**config.mk**
```make
export PLATFORM = sky130hd
export DESIGN_NAME = channel_micropipe
export DESIGN_NICKNAME = d
export VERILOG_FILES = /design/src/rtl/channel_micropipe_pkg.sv /design/src/rtl/channel_micropipe_fifo.sv /design/src/rtl/channel_micropipe.sv
export SDC_FILE = /design/constraint.sdc
export NUM_CORES = 1
export LEC_CHECK = 0
export BUFFER_PORTS_ARGS = -buffer_cell sky130_fd_sc_hd__buf_2
export CAP_MARGIN = 20
export CORE_MARGIN = 1.5
export CORE_UTILIZATION = 56
export DETAILED_ROUTE_END_ITERATION = 10
export PLACE_DENSITY_LB_ADDON = 0.08
export SLEW_MARGIN = 15
export SYNTH_ARGS = -nofsm -noshare
export SYNTH_HDL_FRONTEND = slang
export SYNTH_SLANG_ARGS = --single-unit
```
**constraint.sdc**
```tcl
create_clock -name clk -period 4.1 [get_ports clk]
set_input_delay 0.205 -clock clk [delete_from_list [all_inputs] [get_ports clk]]
set_output_delay 0.205 -clock clk [all_outputs]
set_load 0.005 [all_outputs]
```
**src/rtl/channel_micropipe_pkg.sv**
```systemverilog
// Shared types for the channel micropipe: handshake FSM state encodings.
package channel_micropipe_pkg;

  // Upstream (receiving) side: waiting for a request, or holding ack high
  // until the sender withdraws its request.
  typedef enum logic {
    IN_IDLE = 1'b0,
    IN_HOLD = 1'b1
  } in_state_t;

  // Downstream (sending) side: idle, request raised, or waiting for the
  // receiver to drop its acknowledge before the next packet may start.
  typedef enum logic [1:0] {
    OUT_IDLE = 2'd0,
    OUT_REQ  = 2'd1,
    OUT_WAIT = 2'd2
  } out_state_t;

endpackage

```
**src/rtl/channel_micropipe_fifo.sv**
```systemverilog
// Circular packet buffer between the two handshake sides. DEPTH must be a
// power of two so the pointers wrap naturally at their bit width.
module channel_micropipe_fifo #(
  parameter int WIDTH = 6,
  parameter int DEPTH = 2
) (
  input  logic                       clk,
  input  logic                       rst_n,
  input  logic                       push,
  input  logic [WIDTH-1:0]           push_data,
  input  logic                       pop,
  output logic [WIDTH-1:0]           head,
  output logic                       full,
  output logic [$clog2(DEPTH+1)-1:0] count
);

  localparam int CNT_W = $clog2(DEPTH + 1);
  localparam int PTR_W = $clog2(DEPTH);

  logic [WIDTH-1:0] mem [DEPTH];
  logic [PTR_W-1:0] wr_ptr;
  logic [PTR_W-1:0] rd_ptr;
  logic             wr_en;
  logic             rd_en;

  // Guard against overflow/underflow even if a caller misbehaves.
  assign full  = (count == CNT_W'(DEPTH));
  assign wr_en = push && !full;
  assign rd_en = pop && (count != '0);
  assign head  = mem[rd_ptr];

  // Pointer and occupancy bookkeeping; simultaneous push/pop keeps count.
  always_ff @(posedge clk) begin
    if (!rst_n) begin
      wr_ptr <= '0;
      rd_ptr <= '0;
      count  <= '0;
    end else begin
      if (wr_en) wr_ptr <= wr_ptr + PTR_W'(1);
      if (rd_en) rd_ptr <= rd_ptr + PTR_W'(1);
      case ({wr_en, rd_en})
        2'b10:   count <= count + CNT_W'(1);
        2'b01:   count <= count - CNT_W'(1);
        default: count <= count;
      endcase
    end
  end

  // Packet storage; contents are don't-care until written, so no reset.
  always_ff @(posedge clk) begin
    if (wr_en) mem[wr_ptr] <= push_data;
  end

endmodule

```
**src/rtl/channel_micropipe.sv**
```systemverilog
// Four-phase to four-phase micropipeline stage with a small FIFO between the
// upstream and downstream handshakes. All inputs are treated as synchronous
// to clk.
module channel_micropipe
  import channel_micropipe_pkg::*;
#(
  parameter int WIDTH = 6,
  parameter int DEPTH = 2
) (
  input  logic                       clk,
  input  logic                       rst_n,
  input  logic                       in_req,
  output logic                       in_ack,
  input  logic [WIDTH-1:0]           in_data,
  output logic                       out_req,
  input  logic                       out_ack,
  output logic [WIDTH-1:0]           out_data,
  output logic [$clog2(DEPTH+1)-1:0] count
);

  in_state_t        in_state;
  out_state_t       out_state;
  logic             push;
  logic             pop;
  logic             full;
  logic [WIDTH-1:0] head;

  // A push happens only on the first cycle a request is seen with room in the
  // buffer; a request still held high in IN_HOLD never pushes again.
  assign push = (in_state == IN_IDLE) && in_req && !full;

  // The head is consumed when the receiver acknowledges the raised request.
  assign pop  = (out_state == OUT_REQ) && out_ack;

  channel_micropipe_fifo #(
    .WIDTH (WIDTH),
    .DEPTH (DEPTH)
  ) u_fifo (
    .clk       (clk),
    .rst_n     (rst_n),
    .push      (push),
    .push_data (in_data),
    .pop       (pop),
    .head      (head),
    .full      (full),
    .count     (count)
  );

  // Upstream handshake: ack the accepted packet, hold until req withdraws.
  always_ff @(posedge clk) begin
    if (!rst_n) begin
      in_state <= IN_IDLE;
      in_ack   <= 1'b0;
    end else begin
      case (in_state)
        IN_IDLE: begin
          if (push) begin
            in_ack   <= 1'b1;
            in_state <= IN_HOLD;
          end
        end
        IN_HOLD: begin
          if (!in_req) begin
            in_ack   <= 1'b0;
            in_state <= IN_IDLE;
          end
        end
        default: begin
          in_ack   <= 1'b0;
          in_state <= IN_IDLE;
        end
      endcase
    end
  end

  // Downstream handshake: present the head, pop on ack, wait for ack to fall.
  // out_data is only reloaded from OUT_IDLE, so it stays stable through the
  // whole request and the trailing acknowledge phase.
  always_ff @(posedge clk) begin
    if (!rst_n) begin
      out_state <= OUT_IDLE;
      out_req   <= 1'b0;
      out_data  <= '0;
    end else begin
      case (out_state)
        OUT_IDLE: begin
          if (count != '0) begin
            out_data  <= head;
            out_req   <= 1'b1;
            out_state <= OUT_REQ;
          end
        end
        OUT_REQ: begin
          if (out_ack) begin
            out_req   <= 1'b0;
            out_state <= OUT_WAIT;
          end
        end
        OUT_WAIT: begin
          if (!out_ack) out_state <= OUT_IDLE;
        end
        default: begin
          out_req   <= 1'b0;
          out_state <= OUT_IDLE;
        end
      endcase
    end
  end

endmodule

```
---- Word-level counts from Yosys, hierarchy flattened ----
Memories as Yosys holds them, arrays and structs flattened. A register that Yosys moved wholly into a read port is not among the register bits.
Cells that the tools add are included.
word-level totals
  register bits ........................... 9
  RAM bits ................................ 12
  input port bits ......................... 10
  output and inout port bits .............. 10
  word-level logic and storage cells ...... 54
  memories kept ........................... 1
memory list
  memory      words  bits a word  rd ports  clocked after Yosys merged registers in  wr ports  line                          RTL
  u_fifo.mem  2      6            1         1                                        1         channel_micropipe_fifo.sv:20  logic [WIDTH-1:0] mem [DEPTH];
cells by class
  add/sub/neg operators ................... 4
  equal/unequal tests ..................... 10
  mux-type cells .......................... 16
  bitwise operators ....................... 2
  reductions and logical operators ........ 14
operators with widths
  kind                 number
  $mux 1               8
  $ne 2x2->1 const B   4
  $eq 2x2->1 const B   3
  $mux 2               3
  $pmux 2 s3           1
  $reduce_and 3->1     2
  $logic_and 1x1->1    5
  $eq 2x1->1 const B   2
  $pmux 1 s2           2
  $pmux 2 s2           1
  $reduce_and 2->1     2
  $reduce_bool 2->1    2
  $pmux 1 s3           1
  $add 1x1->1 const B  2
  $add 2x1->2 const B  1
  $logic_not 1->1      2
  $logic_not 2->1      1
  $ne 2x1->1 const B   1
  $not 1->1            2
  $sub 2x1->2 const B  1

---- Depth between registers and ports, before layout ----
  word-level depth ........................ 6
  depth in mapped cells ................... 7
  depth with buffers taken out ............ 7

---- By module ----
Synthesis repeated with hierarchy kept, for this count alone.
second synthesis, totals
  cell total of the unflattened synthesis .. 93
  area, all modules ....................... 1107.3 µm²
by module, submodules not included
  module                  instances  cells an instance  area each (µm²)  seq. area each (µm²)
  channel_micropipe_fifo  1          45                 655.6            460.4
  channel_micropipe       1          48                 451.7            220.2

---- Least setup slack after synthesis ----
No wires, ideal clock.
  path kind ............................... register to register
  from .................................... register u_fifo.count[0]
  to ...................................... register u_fifo.count[1]
  setup time .............................. 0.070 ns
  arrival time ............................ 1.715 ns
  data required time ...................... 4.030 ns
  setup slack ............................. 2.315 ns
  stages on the path, launching flop included .. 7
  buffers on the path ..................... 1
  clock period less this slack ............ 1.785 ns
  path through ............................ dfxtp_1 -> or2_1 -> buf_6 -> and4b_1 -> ha_1 -> or3_1 -> a21boi_1
on the way
  elaborated cells between the ends (all ways) .. 12
  those cells by class .................... add/sub: 2; eq/ne: 3; mux: 1; reduce/logical: 6
RTL lines
  element                                                 line                          RTL
  from (decl)                                             channel_micropipe_fifo.sv:14  output logic [$clog2(DEPTH+1)-1:0] count
  from (signal assigned)                                  channel_micropipe_fifo.sv:42  2'b10: count <= count + CNT_W'(1);
  from (signal assigned)                                  channel_micropipe_fifo.sv:43  2'b01: count <= count - CNT_W'(1);
  from (signal assigned)                                  channel_micropipe_fifo.sv:44  default: count <= count;
  $reduce_bool 2->1 *                                     channel_micropipe_fifo.sv:29  assign rd_en = pop && (count != '0);
  $logic_and 1x1->1 *                                     channel_micropipe_fifo.sv:29
  via u_fifo.rd_en                                        channel_micropipe_fifo.sv:24  logic rd_en;
  $eq 2x1->1 / $eq 2x2->1 (equally long branches)         channel_micropipe_fifo.sv:41  case ({wr_en, rd_en})
  $pmux 2 s2 / $reduce_bool 2->1 (equally long branches)  n/a
The timed path passes the listed nets; every way through them passes the cells marked *.
A chain may end at the register's enable or synchronous reset.

---- Worst setup path after layout ----
Ends and elaborated chain as after synthesis.

==> impl_metrics.py <==
metrics = {
    "status": {
        "status": "complete, no violations",
    },
    "final_layout": {
        "final_common_cell": "buf_2",
        "drive_gt1_share_pct": 24.5,
        "finalNetCount": 114,
        "multi_input_area_um2": 368,
        "fillers": 161,
        "antenna_cells": 0,
        "final_cell_mix": "buf_2 (19), dfxtp_1 (15), edfxtp_1 (12)",
        "final_cell_area_um2": 1200,
        "seq_area_um2": 661,
        "utilization_pct": 67.8,
        "synthToLayoutAreaGrowth_pct": 11.7,
    },
    "setup_path": {
        "cp.arrival_ps": 2150,
        "cp_max_fo": 9,
        "crit_path_max_incr_delay_ps": 380,
        "cp_data_required_time_ps": 4370,
        "startpoint_type": "flip-flop",
        "crit_slowest_cell": "dfxtp_1",
        "path_buf_inv": 0,
        "end_kind": "flip-flop",
        "crit_type": "flip-flop to flip-flop",
        "crit_family": "simple AND/OR/NAND/NOR gates",
        "crit_chain": "or2_1, and4b_1, ha_1, or3_1, a21boi_1",
    },
    "logic_synthesis": {
        "synth_warnings": 0,
        "synth.distinct_cells": 31,
        "yosysTopAreaCellShare_pct": 33.6,
        "synth.cell_area_um2": 1070,
        "syn_area_per_cell_um2": 12.9,
        "synth_ff_type": "dfxtp_1",
        "synth_edf_count": 12,
        "ys_ff_latch": 27,
        "synth_area_leaders": "edfxtp_1 (34%), dfxtp_1 (28%), mux2i_1 (6.5%)",
        "syn_inst": 83,
        "synth_top_area_cell": "edfxtp_1",
        "yosysSeqAreaShare_pct": 61.7,
        "synth_fp_nets": 94,
        "async_reset_ff_share_pct": 0,
    },
    "timing": {
        "rsz0062_at_grt": "false",
        "slew_viol_final": 0,
        "timing.final.crit_share_pct": 46.0,
        "setup_tns_ps": 0,
        "setup_viol": 0,
        "fin_skew_ps": 2.79,
        "max_freq_ghz": 0.530,
        "worstMarginPinSlew_ps": 387,
        "fin_crit_ps": 1890,
        "final_hold_viol_count": 0,
        "relSlewSlack_pct": 74.1,
    },
    "floorplan": {
        "die_w_um": 46.7,
        "io_pins": 20,
        "die-area_um2": 2180,
        "chipHeight_um": 46.7,
        "rows": 15,
        "initial_core_util_pct": 60.7,
        "fp.coreArea_um2": 1760,
    },
    "drt": {
        "drt_iter0_drc": 5,
        "wl_um": 1570,
        "drc": 0,
        "via_per_inst": 5.13,
        "first_pass_iters": 3,
        "wl_per_cell_um": 12.4,
        "ant_nets": 0,
        "num_vias": 651,
    },
    "cts": {
        "cts_sinks": 27,
        "cts_buffer_depth": 2,
        "numCtsBuffers": 3,
        "clk_latency_ps": 320,
        "ctsHoldBuffers": 0,
        "clk_pin_slew_ps": 140,
        "post_cts_buffers": 0,
        "cts_resized": 0,
        "tritoncts": "done",
        "cts_max_level": 1,
        "clock-root-buffer": "clkbuf_4",
    },
    "global_route": {
        "grt_pass1_wl_um": 2420,
        "overflow": 0,
        "antenna_found_initial": 0,
        "grt_usage_pct": 16.1,
        "grt_max_degree": 17,
        "grt_pass1_vias": 574,
    },
    "placement": {
        "gp_congestion": 0.737,
        "io_buffers": 19,
        "hpwl_um": 1190,
        "placed_cell_area_um2": 1170,
    },
    "pwr": {
        "swShare_pct": 26.4,
        "clockPowerShare_pct": 20.8,
        "seqPwrFrac_pct": 60.7,
        "intPower_w": 0.000403,
        "cellLeakagePower_nw": 0.535,
        "power.switching_w": 0.000144,
        "combPwrFrac_pct": 18.5,
        "power_density_nw_per_um2": 457,
        "ir_worst_vdd_mv": 0.286,
    },
    "run": {
        "drv_cap": 0,
    },
    "hold_path": {
        "hold_class": "input pin to flip-flop",
    },
}
## power groups by stage
| stage | registers [W] | clock network (W) | logic [W] |
|---|---|---|---|
| floorplan | 0.000337 | 0 | 0.0000769 |
| global placement | 0.000336 | 0 | 0.0000998 |
| detailed placement | 0.000339 | 0 | 0.000103 |
| CTS | 0.000332 | 0.000119 | 0.000103 |
| global route | 0.000336 | 0.000127 | 0.000114 |
| finish | 0.000332 | 0.000114 | 0.000101 |
## Yosys cell counts (2+ instances only)
cell      number
dfxtp_1       15
edfxtp_1      12
mux2i_1        7
nand3_1        6
o211a_1        6
inv_1          3
o21ai_0        3
a21boi_1       2
and2_1         2
buf_6          2
nand2_1        2
nand2b_1       2
or3_1          2
xnor2_1        2
## path summary, 6_finish.rpt
check | start | end | slack [ps] | cells past startpoint
max | u_fifo.count[0]$_SDFFE_PN0P_ | u_fifo.count[1]$_SDFFE_PN0P_ | 2210 | 5
min | in_data[3] | u_fifo.mem[1][3]$_DFFE_PP_ | 60 | 1
max reg2reg | u_fifo.count[0]$_SDFFE_PN0P_ | u_fifo.count[1]$_SDFFE_PN0P_ | 2210 | 5
min reg2reg | in_state$_SDFF_PN0_ | in_state$_SDFF_PN0_ | 480 | 2
## metrics by stage
stage          setup slack (ps)  hold WS [ps]  total power, W  instances
6_report                   2210          57.9        0.000547        127
5_1_grt                    2120          33.1        0.000577        127
4_1_cts                    2200          49.2        0.000554        127
3_5_place_dp               2240           396        0.000441        123
3_3_place_gp               2300           392        0.000436        123
2_1_floorplan              2320           304        0.000414         83
## sequential cells by signal, summed over array words and instances (netlist names)
register	flops
u_fifo.count	2
in_state	1
u_fifo.wr_ptr	1
in_ack	1
out_data	6
out_state	2
out_req	1
u_fifo.rd_ptr	1
u_fifo.mem	12
## layer usage
layer	vias to the layer above	global-route usage, %	wire, um
met5	-	0	0
met4	0	5.00	14
met3	2	3.46	54
met2	14	27.2	735
met1	297	21.1	764
li1	338	-	-
## logic make-up after synthesis
| logic type | Yosys count | synth area share (%) |
|---|---|---|
| compound gates | 15 | 11.3 |
| xor+xnor | 3 | 2.45 |
| mux | 7 | 6.54 |
| flops | 27 | 61.7 |
| simple gates | 23 | 12.9 |
| buf+inv | 7 | 3.97 |
| fa+ha+maj | 1 | 1.17 |
## area by class of cell
type / count / share of cell area (%)
Sequential cell: 27 / 55.2
Clock inverter: 1 / 0.628
Inverter: 3 / 0.941
Tap cell: 25 / 2.62
Timing Repair Buffer: 19 / 7.95
Multi-Input combinational cell: 49 / 30.8
Clock buffer: 3 / 1.88
Power figures use the tool's default switching activity.
